**src/rtl/picomips_prog_loader.sv**
```systemverilog
// picoMIPS program loader: assembles a byte stream into IW-bit instruction words,
// screens opcodes, writes imem and releases the CPU after a good checksum.
module picomips_prog_loader #(
  parameter int IW = 20,  // must exceed 8 so a word spans more than one byte
  parameter int AW = 8
) (
  input  logic          clk,
  input  logic          n_reset,
  input  logic          load_start,
  input  logic [7:0]    rx_data,
  input  logic          rx_valid,
  output logic          rx_ready,
  output logic          imem_we,
  output logic [AW-1:0] imem_addr,
  output logic [IW-1:0] imem_wdata,
  output logic          cpu_run,
  output logic          load_busy,
  output logic          err
);
  localparam int BPW = (IW + 7) / 8;
  localparam int BCW = (BPW > 1) ? $clog2(BPW) : 1;
  localparam int CAP = 2 ** AW;

  typedef enum logic [2:0] {IDLE, COUNT, DATA, CHECK, DONE, ERROR} state_t;

  state_t          state, state_next;
  logic [BCW-1:0]  byte_cnt;
  logic [AW-1:0]   word_idx;
  logic [7:0]      words_left;
  logic [7:0]      sum;
  logic [IW-9:0]   shreg;  // earlier bytes of the current word; pad bits fall off the top

  logic            accept;
  logic [IW-1:0]   word;
  logic [2:0]      opcode;
  logic            op_bad;
  logic            last_byte;
  logic            count_bad;
  logic [7:0]      sum_next;

  assign accept    = rx_valid & rx_ready;
  assign word      = {shreg, rx_data};
  assign opcode    = word[IW-1:IW-3];
  assign op_bad    = (opcode == 3'b011) || (opcode == 3'b101);
  assign last_byte = (byte_cnt == BCW'(BPW - 1));
  assign count_bad = (rx_data == 8'd0) || (int'(rx_data) > CAP);
  assign sum_next  = sum + rx_data;

  assign rx_ready  = (state == COUNT) || (state == DATA) || (state == CHECK);
  assign load_busy = rx_ready;
  assign cpu_run   = (state == DONE);
  assign err       = (state == ERROR);

  always_comb begin
    state_next = state;
    case (state)
      IDLE:  if (load_start) state_next = COUNT;
      COUNT: if (accept) state_next = count_bad ? ERROR : DATA;
      DATA: begin
        if (accept && last_byte) begin
          if (op_bad)                  state_next = ERROR;
          else if (words_left == 8'd1) state_next = CHECK;
        end
      end
      CHECK: if (accept) state_next = (sum_next == 8'd0) ? DONE : ERROR;
      DONE,
      ERROR: if (load_start) state_next = COUNT;
      default: state_next = IDLE;
    endcase
  end

  always_ff @(posedge clk) begin
    if (!n_reset) begin
      state      <= IDLE;
      byte_cnt   <= '0;
      word_idx   <= '0;
      words_left <= '0;
      sum        <= '0;
      shreg      <= '0;
      imem_we    <= 1'b0;
      imem_addr  <= '0;
      imem_wdata <= '0;
    end else begin
      state   <= state_next;
      imem_we <= 1'b0;
      case (state)
        COUNT: if (accept) begin
          sum        <= rx_data;
          words_left <= rx_data;
          word_idx   <= '0;
          byte_cnt   <= '0;
          shreg      <= '0;
        end
        DATA: if (accept) begin
          sum <= sum_next;
          if (last_byte) begin
            byte_cnt <= '0;
            shreg    <= '0;
            if (!op_bad) begin
              imem_we    <= 1'b1;
              imem_addr  <= word_idx;
              imem_wdata <= word;
              word_idx   <= word_idx + 1'b1;
              words_left <= words_left - 8'd1;
            end
          end else begin
            byte_cnt <= byte_cnt + 1'b1;
            shreg    <= word[IW-9:0];
          end
        end
        CHECK: if (accept) sum <= sum_next;
        default: if (load_start) begin
          sum      <= '0;
          byte_cnt <= '0;
          word_idx <= '0;
          shreg    <= '0;
        end
      endcase
    end
  end
endmodule

```
**config.mk**
```make
export PLATFORM = sky130hd
export DESIGN_NAME = picomips_prog_loader
export DESIGN_NICKNAME = d
export VERILOG_FILES = /design/src/rtl/picomips_prog_loader.sv
export SDC_FILE = /design/constraint.sdc
export NUM_CORES = 1
export LEC_CHECK = 0
export ABC_AREA = 1
export ABC_CLOCK_PERIOD_IN_PS = 4200
export BUFFER_PORTS_ARGS = -buffer_cell sky130_fd_sc_hd__buf_2
export CORE_ASPECT_RATIO = 1.4
export CORE_UTILIZATION = 30
export DETAILED_ROUTE_END_ITERATION = 8
export SYNTH_ARGS = -nofsm -noshare
export SYNTH_HDL_FRONTEND = slang
export SYNTH_SLANG_ARGS = --single-unit
```
**constraint.sdc**
```tcl
create_clock -name clk -period 4.2 [get_ports clk]
set_input_delay 0.21 -clock clk [delete_from_list [all_inputs] [get_ports clk]]
set_output_delay 0.21 -clock clk [all_outputs]
set_load 0.02 [all_outputs]
```
==> summary.txt <==
Placement
  – HPWL after detailed placement: 6480 um
  – DP Area: 3800 um^2
  – Final GP Congestion: 0.879
  – Placed Cells incl. Taps: 660
  – Number of buffer cells added on primary ports: 44

Drt
  – Drt first pass iters: 7
  – Post-DR wirelength/cell: 13.3 um
  – 1st-iter DRT viols: 197
  – Routed via count: 3255
  – # DRC: 0
  – Via density: 4.82
  – Drt total wl: 8960 um
  – Number of routed nets with antenna violations: 0

STA
  – Hold Vio Cnt, Final: 0
  – Worst Skew: 0.0103 ns
  – Worst slew pin tran: 0.797 ns
  – Finish-stage setup viols: 0
  – Fin crit share: 60.4%
  – Fin Setup TNS: 0 ns
  – Slew Viols, Final: 0
  – Crit path time final: 2.54 ns
  – Slew Limit Headroom: 46.5%
  – RSZ-0062 raised after global routing: no
  – Max Clk Rate: 394 MHz

Global route
  – Initial antenna violation count: 0
  – GRT Util Overall: 15.7%
  – Grt total ovfl: 0
  – Largest net degree at the start of global routing: 43
  – Vias in the first global route: 3137
  – First-pass GRT wire length: 14800 um

CTS
  – Cts repair resizes: 0
  – Clock-pin slew on the worst setup and hold paths: 0.06 ns
  – Post-CTS Setup Bufs: 0
  – Root Driver: clkbuf_16
  – CTS sink cnt: 70
  – Num CTS Buffers: 9
  – CTS tree: built
  – # H-tree levels: 3
  – Max Buffers Root-to-Sink: 2
  – CTS Hold Buffers Added: 0
  – Worst-skew pair later-pin latency: 0.34 ns

Hold path
  – HP Class: in -> reg

Floorplan
  – # rows: 46
  – Core Region: 11400 um^2
  – Die area: 12200 um^2
  – Die Height: 130 um
  – # IOs: 45
  – Die W: 93.7 um
  – Initial cell density of the core: 31.0%

Synth
  – Number of synthesized register bits: 70
  – Sequential area share after synthesis: 39.7%
  – Synthesized Nets: 517
  – Number of library cell types mapped by synthesis: 37
  – Synth async-reset ratio: 0%
  – Cell area after synthesis: 3530 um^2
  – Main synth FF type: dfxtp_1
  – Synth warn: 0
  – Syn Area/Cell: 7.15 um^2
  – EDFF count, synth: 0
  – Synth Instances: 494

Setup path
  – CP Buf/Inv Count: 1
  – CP Cell Sequence: inv_2 > nor2_4 > nand2_2 > nand3_1 > nand3_2 > nor2_4 > nand2_2 > nor3_2 > nand2_1 > nand2_1 > nor2_1
  – Worst path required time: 4.43 ns
  – CP Class: reg -> reg
  – Crit-path max FO: 30
  – Slowest cell on the critical path: nand3_2
  – Critical Path End Type: register
  – Worst stage delay on the critical path: 0.42 ns
  – Crit path DAT: 2.76 ns
  – Cell family with most CP delay: simple AND/OR/NAND/NOR gates
  – Worst setup SP type: register

Cells and area
  – Fin area: 4060 um^2
  – Share of cells above drive strength 1: 15.8%
  – Non-filler instance count after layout: 676
  – Nets@finish: 550
  – Ant. Diodes: 0
  – Area Overhead vs Synth: 14.8%

Run status
  – Outcome: finished, final reports clean

Power
  – Leak pwr: 0.00175 uW
  – Total Power: 2330 uW
  – Worst vdd ir: 0.234 mV
  – PD cells: 575 nW/um^2

Job
  – Max Cap Viol: 0
## kinds of logic after synthesis
| family | synth area share (%) |
|---|---|
| buffers and inverters | 9.38 |
| adder cells (fa/ha/maj) | 4.11 |
| AND/OR/NAND/NOR | 27.6 |
| XOR/XNOR | 1.49 |
| flip-flops | 39.7 |
| AO/OA/AOI/OAI | 17.7 |
## layout by cell type (no fill, tap or decap), types with 2 or more instances in the layout
master / n
o21ai_0: 45
nor4_1: 3
nand3b_1: 12
clkinv_2: 3
a22oi_1: 2
nand4_1: 2
ha_1: 10
nand3_2: 2
nand2_1: 90
a31oi_1: 5
buf_2: 44
nor2_4: 4
dfxtp_1: 70
a21oi_1: 53
clkbuf_16: 9
inv_2: 9
o21ai_1: 6
xor2_1: 3
a211oi_1: 5
nor2_2: 2
or2_2: 3
clkbuf_1: 3
xnor2_1: 3
clkinv_1: 3
inv_1: 38
nand3_1: 20
nand2_2: 4
nor2_1: 67
nor3_1: 3
## worst register-to-register path, delay by kind of cell, from the launching register on
family | cells | cell delay, ns
simple gates | 10 | 2.00
flops | 1 | 0.36
buf+inv | 1 | 0.07
## state kept, by name, summed over array words and instances (netlist names)
signal / count
imem_wdata: 20
shreg: 12
imem_addr: 8
sum: 8
word_idx: 8
words_left: 8
state: 3
byte_cnt: 2
imem_we: 1
## synthesized netlist by cell type (5+ instances only)
cell type	n	share of area, %
nand2_1	90	9.6
dfxtp_1	70	40
nor2_1	67	7.1
a21oi_1	53	7.5
o21ai_0	45	6.4
inv_1	38	4.0
nand3_1	20	2.8
nand3b_1	12	2.5
ha_1	10	3.5
clkbuf_1	9	0.96
inv_2	9	0.96
o21ai_1	6	0.85
a211oi_1	5	1.1
a31oi_1	5	0.89
buf_2	5	0.71
buf_6	5	1.6
## area by class of cell
class | count | area, um^2
inverters | 51 | 194
well taps | 144 | 180
flip-flops and latches | 70 | 1400
repair buffers | 44 | 220
fillers | 1251 | 7340
multi-input cells | 351 | 1800
clock inverters | 4 | 23.8
clock buffers | 12 | 236
## through the flow
stage / util [%] / setup WS (ns) / hold WS, ns
floorplan: - / 2.37 / 0.358
CTS: 35.6 / 1.68 / 0.214
finish: 35.6 / 1.66 / 0.222
detailed placement: 33.3 / 1.71 / 0.454
global placement: 33.3 / 1.80 / 0.451
global route: 35.6 / 1.35 / 0.234
## where the power goes
group          internal, uW  leakage (uW)  total, uW  switching (uW)
Combinational           291       0.00105        871             580
Sequential              742      0.000567        794            51.9
Clock                   397      0.000130        667             270
Total                  1430       0.00175       2330             902
## path summary, 6_finish.rpt
kind / from / to / slack [ns] / cells past startpoint
worst max-delay path: state[1] / word_idx[4] / 1.66 / 11
worst min-delay path: rx_data[2] / shreg[2] / 0.22 / 3
worst max register to register: state[1] / word_idx[4] / 1.66 / 11
worst min register to register: shreg[4] / shreg[4] / 0.46 / 2
## metal layers
| layer | GRT usage, % | share of wire (%) | routed length (um) |
|---|---|---|---|
| met2 | 26.3 | 47 | 4220 |
| met4 | 8.87 | 2.9 | 261 |
| met1 | 18.0 | 45 | 4050 |
| met5 | 0 | 0 | 0 |
| met3 | 4.40 | 4.7 | 425 |
Note: power is estimated with default switching activity, not from simulation.
